File: config.mk
export PLATFORM = sky130hd
export DESIGN_NAME = player_shot_ctl_flat
export DESIGN_NICKNAME = d
export VERILOG_FILES = /design/src/rtl/player_shot_ctl_if.sv /design/src/rtl/player_shot_ctl.sv /design/src/flat_wrapper.sv
export SDC_FILE = /design/constraint.sdc
export NUM_CORES = 1
export LEC_CHECK = 0
export ABC_CLOCK_PERIOD_IN_PS = 2200
export CORE_MARGIN = 5
export CORE_UTILIZATION = 30
export DETAILED_ROUTE_END_ITERATION = 6
export PLACE_DENSITY = 0.51
export SYNTH_ARGS = -nofsm -noshare
export SYNTH_HDL_FRONTEND = slang
export SYNTH_SLANG_ARGS = --single-unit
File: constraint.sdc
create_clock -name clk -period 2.2 [get_ports clk]
set_input_delay 0.44 -clock clk [delete_from_list [all_inputs] [get_ports clk]]
set_output_delay 0.44 -clock clk [all_outputs]
set_load 0.005 [all_outputs]
File: src/rtl/player_shot_ctl_if.sv
// Player shot controller bus.
// Groups the fire/position/hit inputs and the shot state outputs.
//   master : drives button_fire, player_xpos, hit; observes shot_* (upstream/bench side)
//   slave  : the shot controller itself
interface player_shot_ctl_if;
    logic        button_fire;  // debounced fire button, level
    logic [11:0] player_xpos;  // current player x (px)
    logic        hit;          // 1-cycle pulse from collision stage
    logic        shot_active;  // shot on screen
    logic [11:0] shot_xpos;    // shot left x (px)
    logic [11:0] shot_ypos;    // shot top y (px)
    logic        shot_fired;   // 1-cycle launch pulse

    modport master (
        output button_fire, player_xpos, hit,
        input  shot_active, shot_xpos, shot_ypos, shot_fired
    );

    modport slave (
        input  button_fire, player_xpos, hit,
        output shot_active, shot_xpos, shot_ypos, shot_fired
    );
endinterface

File: src/rtl/player_shot_ctl.sv
// Player projectile controller.
// Launches a single shot from the ship centre on a fire-button rising edge,
// moves it up SHOT_SPEED px on each slow movement tick, and retires it on a
// collision hit or when it would leave the top of the screen. After a shot
// ends, a cooldown of COOLDOWN_TICKS ticks must elapse before the next launch.
// Ports:
//   clk  : system clock
//   rst  : synchronous active-low reset
//   bus  : player_shot_ctl_if.slave (fire/xpos/hit in, shot state out)
module player_shot_ctl #(
    parameter int PLAYER_WIDTH   = 32,
    parameter int PLAYER_YPOS    = 700,
    parameter int SHOT_HEIGHT    = 16,
    parameter int SHOT_SPEED     = 8,
    parameter int SHOT_DELAY     = 650000,
    parameter int COOLDOWN_TICKS = 10
) (
    input  logic                 clk,
    input  logic                 rst,
    player_shot_ctl_if.slave     bus
);

    localparam logic [11:0] X_OFS   = 12'(PLAYER_WIDTH / 2);
    localparam logic [11:0] Y_START = 12'(PLAYER_YPOS - SHOT_HEIGHT);
    localparam logic [11:0] Y_STEP  = 12'(SHOT_SPEED);
    localparam logic [31:0] DELAY   = 32'(SHOT_DELAY);
    localparam logic [31:0] CD_MAX  = 32'(COOLDOWN_TICKS);

    typedef enum logic [1:0] {
        IDLE     = 2'd0,
        FLYING   = 2'd1,
        COOLDOWN = 2'd2
    } state_t;

    state_t      state;
    logic [31:0] tick_cnt;
    logic [31:0] cd_cnt;
    logic        tick;
    logic        fire_prev;
    logic        rise;

    logic        active_q;
    logic [11:0] xpos_q;
    logic [11:0] ypos_q;
    logic        fired_q;

    assign rise = bus.button_fire & ~fire_prev;

    assign bus.shot_active = active_q;
    assign bus.shot_xpos   = xpos_q;
    assign bus.shot_ypos   = ypos_q;
    assign bus.shot_fired  = fired_q;

    // Free-running movement tick: one-cycle pulse every SHOT_DELAY+1 clocks.
    always_ff @(posedge clk) begin
        if (!rst) begin
            tick_cnt <= '0;
            tick     <= 1'b0;
        end else if (tick_cnt == DELAY) begin
            tick_cnt <= '0;
            tick     <= 1'b1;
        end else begin
            tick_cnt <= tick_cnt + 32'd1;
            tick     <= 1'b0;
        end
    end

    always_ff @(posedge clk) begin
        if (!rst) begin
            state     <= IDLE;
            cd_cnt    <= '0;
            active_q  <= 1'b0;
            xpos_q    <= '0;
            ypos_q    <= '0;
            fired_q   <= 1'b0;
            // Preset high so a button held through reset is not seen as an edge.
            fire_prev <= 1'b1;
        end else begin
            fire_prev <= bus.button_fire;
            fired_q   <= 1'b0;
            case (state)
                IDLE: begin
                    if (rise) begin
                        state    <= FLYING;
                        active_q <= 1'b1;
                        fired_q  <= 1'b1;
                        xpos_q   <= bus.player_xpos + X_OFS;  // wraps mod 4096
                        ypos_q   <= Y_START;
                    end
                end
                FLYING: begin
                    // x is frozen at launch; hit takes priority over movement.
                    if (bus.hit) begin
                        state    <= COOLDOWN;
                        active_q <= 1'b0;
                        cd_cnt   <= '0;
                    end else if (tick && (ypos_q < Y_STEP)) begin
                        // Next step would underflow past the top row.
                        state    <= COOLDOWN;
                        active_q <= 1'b0;
                        cd_cnt   <= '0;
                    end else if (tick) begin
                        ypos_q <= ypos_q - Y_STEP;
                    end
                end
                COOLDOWN: begin
                    if (cd_cnt == CD_MAX) begin
                        state <= IDLE;
                    end else if (tick) begin
                        cd_cnt <= cd_cnt + 32'd1;
                    end
                end
                default: begin
                    state    <= IDLE;
                    active_q <= 1'b0;
                end
            endcase
        end
    end

endmodule

File: src/flat_wrapper.sv
// flat-port wrapper written by rule: the top's interface ports become plain ports
module player_shot_ctl_flat 
#(
    parameter int PLAYER_WIDTH   = 32,
    parameter int PLAYER_YPOS    = 700,
    parameter int SHOT_HEIGHT    = 16,
    parameter int SHOT_SPEED     = 8,
    parameter int SHOT_DELAY     = 650000,
    parameter int COOLDOWN_TICKS = 10
)
  (clk, rst, bus_button_fire, bus_player_xpos, bus_hit, bus_shot_active, bus_shot_xpos, bus_shot_ypos, bus_shot_fired);
  player_shot_ctl_if bus_i ();
  input  logic clk;
  input  logic rst;
  input wire logic [$bits(bus_i.button_fire)-1:0] bus_button_fire;
  input wire logic [$bits(bus_i.player_xpos)-1:0] bus_player_xpos;
  input wire logic [$bits(bus_i.hit)-1:0] bus_hit;
  output wire logic [$bits(bus_i.shot_active)-1:0] bus_shot_active;
  output wire logic [$bits(bus_i.shot_xpos)-1:0] bus_shot_xpos;
  output wire logic [$bits(bus_i.shot_ypos)-1:0] bus_shot_ypos;
  output wire logic [$bits(bus_i.shot_fired)-1:0] bus_shot_fired;
  assign bus_i.button_fire = bus_button_fire;
  assign bus_i.player_xpos = bus_player_xpos;
  assign bus_i.hit = bus_hit;
  assign bus_shot_active = bus_i.shot_active;
  assign bus_shot_xpos = bus_i.shot_xpos;
  assign bus_shot_ypos = bus_i.shot_ypos;
  assign bus_shot_fired = bus_i.shot_fired;
  player_shot_ctl #(.PLAYER_WIDTH(PLAYER_WIDTH), .PLAYER_YPOS(PLAYER_YPOS), .SHOT_HEIGHT(SHOT_HEIGHT), .SHOT_SPEED(SHOT_SPEED), .SHOT_DELAY(SHOT_DELAY), .COOLDOWN_TICKS(COOLDOWN_TICKS)) u_core (.clk(clk), .rst(rst), .bus(bus_i));
endmodule
# --- Yosys cells after proc, flatten, opt, wreduce, memory -nomap -nowiden ---
# Index checks and enable logic that the tools add are counted.
classes:
  n_addsub: 4
  n_lt_le_gt_ge: 1
  n_eq_ne: 12
  muxes: 21
  n_bitwise: 4
  n_reduce_logical: 11
op_table:
  columns: ["cell", "n"]
  rows:
  - ["two-way mux 32 bit", 4]
  - ["adder 32 x 1 -> 32 bit (second input constant)", 2]
  - ["case mux 32 bit (2 select lines)", 1]
  - ["two-way mux 12 bit", 4]
  - ["== test 32 x 20 -> 1 bit (second input constant)", 1]
  - ["== test 32 x 4 -> 1 bit (second input constant)", 1]
  - ["case mux 12 bit (2 select lines)", 1]
  - ["adder 12 x 5 -> 12 bit (second input constant)", 1]
  - ["less-than comparator 12 x 4 -> 1 bit (second input constant)", 1]
  - ["subtractor 12 x 4 -> 12 bit (second input constant)", 1]
  - ["two-way mux 2 bit", 4]
  - ["inequality test 2 x 1 -> 1 bit (second input constant)", 4]
  - ["inequality test 2 bit (second input constant)", 3]
  - ["case mux 2 bit (3 select lines)", 1]
  - ["AND reduction 3 bit", 2]
  - ["two-way mux 1 bit", 5]
  - ["AND reduction 5 bit", 1]
  - ["AND reduction 2 bit", 2]
  - ["AND reduction 4 bit", 1]
  - ["nonzero test 2 bit", 2]
  - ["inequality test 3 x 2 -> 1 bit (second input constant)", 1]
  - ["NOT 1 bit", 3]
  - ["case mux 1 bit (3 select lines)", 1]
  - ["== test 2 x 1 -> 1 bit (second input constant)", 1]
  - ["other kinds (5)", 5]
totals:
  ff_bits: 94
  in_bits: 16
  out_inout_bits: 26
  elab_cells: 62

# --- Logic depth before layout (Yosys ltp) ---
logic_depth:
  depth_word: 5
  ltp_mapped: 10
  depth_no_buf: 7

# --- Worst setup path after synthesis ---
# No wires, ideal clock.
synth_timing:
  path_kind: "register to register"
  startpoint: "register u_core.ypos_q[5] (netlist: u_core.bus.shot_ypos[5])"
  endpoint: "register u_core.cd_cnt[30]"
  setup_time_ns: 0.135
  arrival_ns: 1.861
  slack_ns: 0.204
  stages_incl_launch_ff: 9
  path_buffers: 3
  cell_sequence: "dfxtp_1 -> nor4_4 -> a31o_1 -> buf_6 -> o211ai_4 -> buf_6 -> buf_2 -> o311ai_0 -> o41ai_1"
synth_between:
  elab_chain_len: 4
synth_lines:
  columns: ["element", "line", "source"]
  rows:
  - ["start, declared", "player_shot_ctl.sv:44", "logic [11:0] ypos_q;"]
  - ["start signal, assigned", "player_shot_ctl.sv:103", "ypos_q <= ypos_q - Y_STEP;"]
  - ["less-than comparator 12 x 4 -> 1 bit", "player_shot_ctl.sv:97", "end else if (tick && (ypos_q < Y_STEP)) begin"]
  - ["logical AND 1 bit", "player_shot_ctl.sv:97", null]
  - ["inequality test 3 x 2 -> 1 bit (no line)", null, null]
  - ["AND reduction 4 bit (no line)", null, null]
  - ["end signal, assigned", "player_shot_ctl.sv:110", "cd_cnt <= cd_cnt + 32'd1;"]
  - ["end, declared", "player_shot_ctl.sv:37", "logic [31:0] cd_cnt;"]
# No other way between the ends.
# A chain may end at the register's enable or synchronous reset.

# --- Final worst setup path ---
layout_timing:
  startpoint: "register u_core.cd_cnt[9]"
  endpoint: "register u_core.cd_cnt[31]"
layout_between:
  elab_chain_len: 4
layout_lines:
  columns: ["element", "line", "source"]
  rows:
  - ["adder 32 x 1 -> 32 bit", "player_shot_ctl.sv:110", null]
  - ["two-way mux 32 bit", "player_shot_ctl.sv:109", "end else if (tick) begin"]
  - ["two-way mux 32 bit", "player_shot_ctl.sv:107", "if (cd_cnt == CD_MAX) begin"]
  - ["case mux 32 bit (2 select lines)", "player_shot_ctl.sv:81", "case (state)"]
# Several ways; a longest one is shown, not always the timed one. The select of a mux whose other input is x is not followed.

==> summary.md <==
| Metric | Value |
|---|---|
| Die Wd | `136 um` |
| Core Area | `0.0157 mm2` |
| Synthesis-stage register bit count | `92` |
| Max Cap Violations | `0` |
| Syn avg cell area | `8.41 um2` |
| Filler cells | `1,608` |
| I/O pins | `42` |
| Vias/cell | `5.08` |
| Status | `finished clean` |
| Port bufs | `39` |
| Final core utilization | `38.7%` |
| FMAX | `492 MHz` |
| Combinational power share | `10.5%` |
| Worst-Skew Late Latency | `0.36 ns` |
| Slowest stage cell, crit path | `dfxtp_1` |
| Switching power total | `0.868 mW` |
| RSZ-0062 raised after global routing | `no` |
| Vias in the first global route | `between 4,000 and 5,000` |
| FF+latch area | `roughly 0.0018 mm2` |
| Total leakage power | `2.12 nW` |
| WS Path Type | `flop to flop` |
| Crit Path Max Fanout | `6` |
| Initial DRC Count | `214` |
| Clk pwr share | `42.9%` |
| Seq/Total Area, Yosys | `38.8%` |
| Most frequent cells in the layout | `dfxtp_1, nor2_1, nand2_1` |
| Sequential power share | `a little under half` |
| Dominant synthesized flop cell | `dfxtp_1` |
| Vias | `4,366` |
| Global-route wire length before repair | `20,300 um` |
| Hold buffers post-CTS | `0` |
| Post-CTS setup buffers | `0` |
| Largest net degree at the start of global routing | `33` |
| Post-cts gate resize count | `0` |
| Worst flop-to-flop path startpoint | `u_core.cd_cnt[9]` |
| Inserted Diodes | `0` |
| Post-route setup slack | `0.166 ns` |
| Worst Skew | `0.0224 ns` |
| Multi-input gate area | `0.00272 mm2` |
| Slowest stage delay, CP | `0.45 ns` |
| Ratio of cells with drive above 1 in the final layout | `13.8%` |
| WP data arrival | `about 2.3 ns` |
| Post-route clock period utilization | `92.5%` |
| GRT overflow | `0` |
| Final ANT Viol Nets | `0` |
| Height of the die | `136 um` |
| Sw Share | `23.5%` |
| Pre-CTS WS | `-0.153 ns` |
| HPWL after detailed placement | `8860 um` |
| Hold_sp | `u_core.bus.shot_xpos[3]` |
| Syn. warnings | `0` |
| Initial cell density of the core | `30.2%` |
| Nature of the critical path startpoint | `flop` |
| Avg WL per Cell | `14.2 um` |
| VDD IR-drop max | `375 uV` |
| Clk sinks | `92` |
| DRC violation count after routing | `0` |
| M1 GR Usage | `17.2%` |
| GRT Total Usage | `13.6%` |
| Final Hold Fails | `0` |
| Synth Instances | `564` |
| Asr flop ratio synth | `0%` |
| Post-Syn Area | `0.00474 mm2` |
| Inserted Clock Buffers | `9` |
| Met3 Use GR | `3.90%` |
| GR peak layer | `met2` |
| Die area | `0.0184 mm2` |
| Worst-path clk slew | `0.06 ns` |
| Worst Setup SP | `u_core.cd_cnt[9]` |
| Initial antenna violation count | `0` |
| Layout area overhead | `28.3%` |
| Post-Layout Cell Count | `860` |
| Worst endpoint required time | `approximately 2.5 ns` |
| Total internal power | `2.83 mW` |
| Placer Congestion | `0.819` |
| CTS tree | `yes` |
| Fin. max-slew vios | `0` |
| Rows | `46` |
| Longest Clk Path Bufs | `2` |
| Number of flops mapped to enable cells by yosys | `0` |
| H-tree Lvls | `3` |
| Met2 Use GR | `22.4%` |
| Distinct cell type count after synthesis | `57` |
| Final setup fails | `0` |
| Placed insts | `845` |
| Final wirelength | `12,200 um` |
| Commonest non-fill, non-tap cell in the layout | `dfxtp_1` |
| Critical path cell sequence | `and4_1 > and4_1 > nand4_1 > a2111oi_1 > buf_4 > mux2i_1` |
| Root Buffer | `clkbuf_16` |
| Critical Path End Type | `flop` |
| Hold Path Class | `flop to flop` |
| Power per cell area | `608 mW/mm2` |
| Nets | `665` |
| Drt pass-1 iters | `4` |
| Min Tclk post-route | `just over 2 ns` |
| Most used cell, CP | `and4_1` |
[critical path, delay by kind of cell, from the launching register on]
kind                   cells  cell delay [ns]
and+or+nand+nor            3             0.73
buffers and inverters      1             0.18
DFF                        1             0.45
muxes                      1             0.15
AOI/OAI and AO/OA          1             0.45
[power groups by stage]
stage / combinational [mW] / sequential (mW) / clock, mW
detailed placement: 0.389 / 1.77 / 0
finish: 0.387 / 1.73 / 1.59
global placement: 0.385 / 1.77 / 0
floorplan: 0.191 / 1.77 / 0
global route: 0.425 / 1.73 / 1.73
CTS: 0.391 / 1.73 / 1.66
[state kept, by name (all words and copies together) (netlist names)]
name	flops
u_core.bus.shot_active	1
u_core.fire_prev	1
u_core.cd_cnt	32
u_core.state	2
u_core.bus.shot_fired	1
u_core.bus.shot_xpos	12
u_core.tick_cnt	32
u_core.bus.shot_ypos	10
u_core.tick	1
[layout make-up]
cell class	count	share of cell area, %
repair buffers	97	14.7
well taps	216	4.44
inverters	17	1.05
flip-flops and latches	92	30.3
multi-input cells	423	44.6
clock inverters	4	0.802
clock buffers	11	4.15
[per-layer routing]
metal	part of all wire, %	vias up
li1	-	2214
met1	47	2059
met2	48	82
met3	4.1	11
met4	1.3	0
met5	0	-
[stage by stage]
step	power, mW	TNS [ns]	area, um2	hold WS [ns]
detailed placement	2.16	-2.01	5760	0.453
global placement	2.15	-1.70	5760	0.442
finish	3.70	0	6090	0.457
floorplan	1.96	0	4750	0.430
global route	3.89	0	6090	0.474
CTS	3.78	0	6060	0.463
[synthesized netlist by cell type (11+ instances only)]
library cell	count	area (um2)
dfxtp_1	92	1840
nor2_1	59	221
nand2_1	56	210
nand3_1	28	140
xor2_1	28	245
nand4_1	24	150
clkbuf_1	21	78.8
inv_1	17	63.8
a21oi_1	16	80.1
nand2b_1	15	93.8
or4_1	15	113
nor4_1	14	87.6
mux2i_1	12	120
nor3_1	12	60.1
o31ai_1	11	82.6
[cell families after synthesis]
group | synth area share [%]
other | 0.0791
and+or+nand+nor | 30.0
muxes | 2.77
buffers and inverters | 4.56
xor gates and xnor gates | 7.02
adders and majority gates | 2.37
AOI/OAI and AO/OA | 14.3
DFF | 38.8
[worst paths after layout]
check,to,slack [ns],depth (start not counted)
hold / removal,u_core.bus.shot_xpos[3],0.46,2
setup / recovery,u_core.cd_cnt[31],0.17,6
setup reg to reg,u_core.cd_cnt[31],0.17,6
hold reg to reg,u_core.bus.shot_xpos[3],0.46,2
Note: power is estimated with default switching activity, not from simulation.
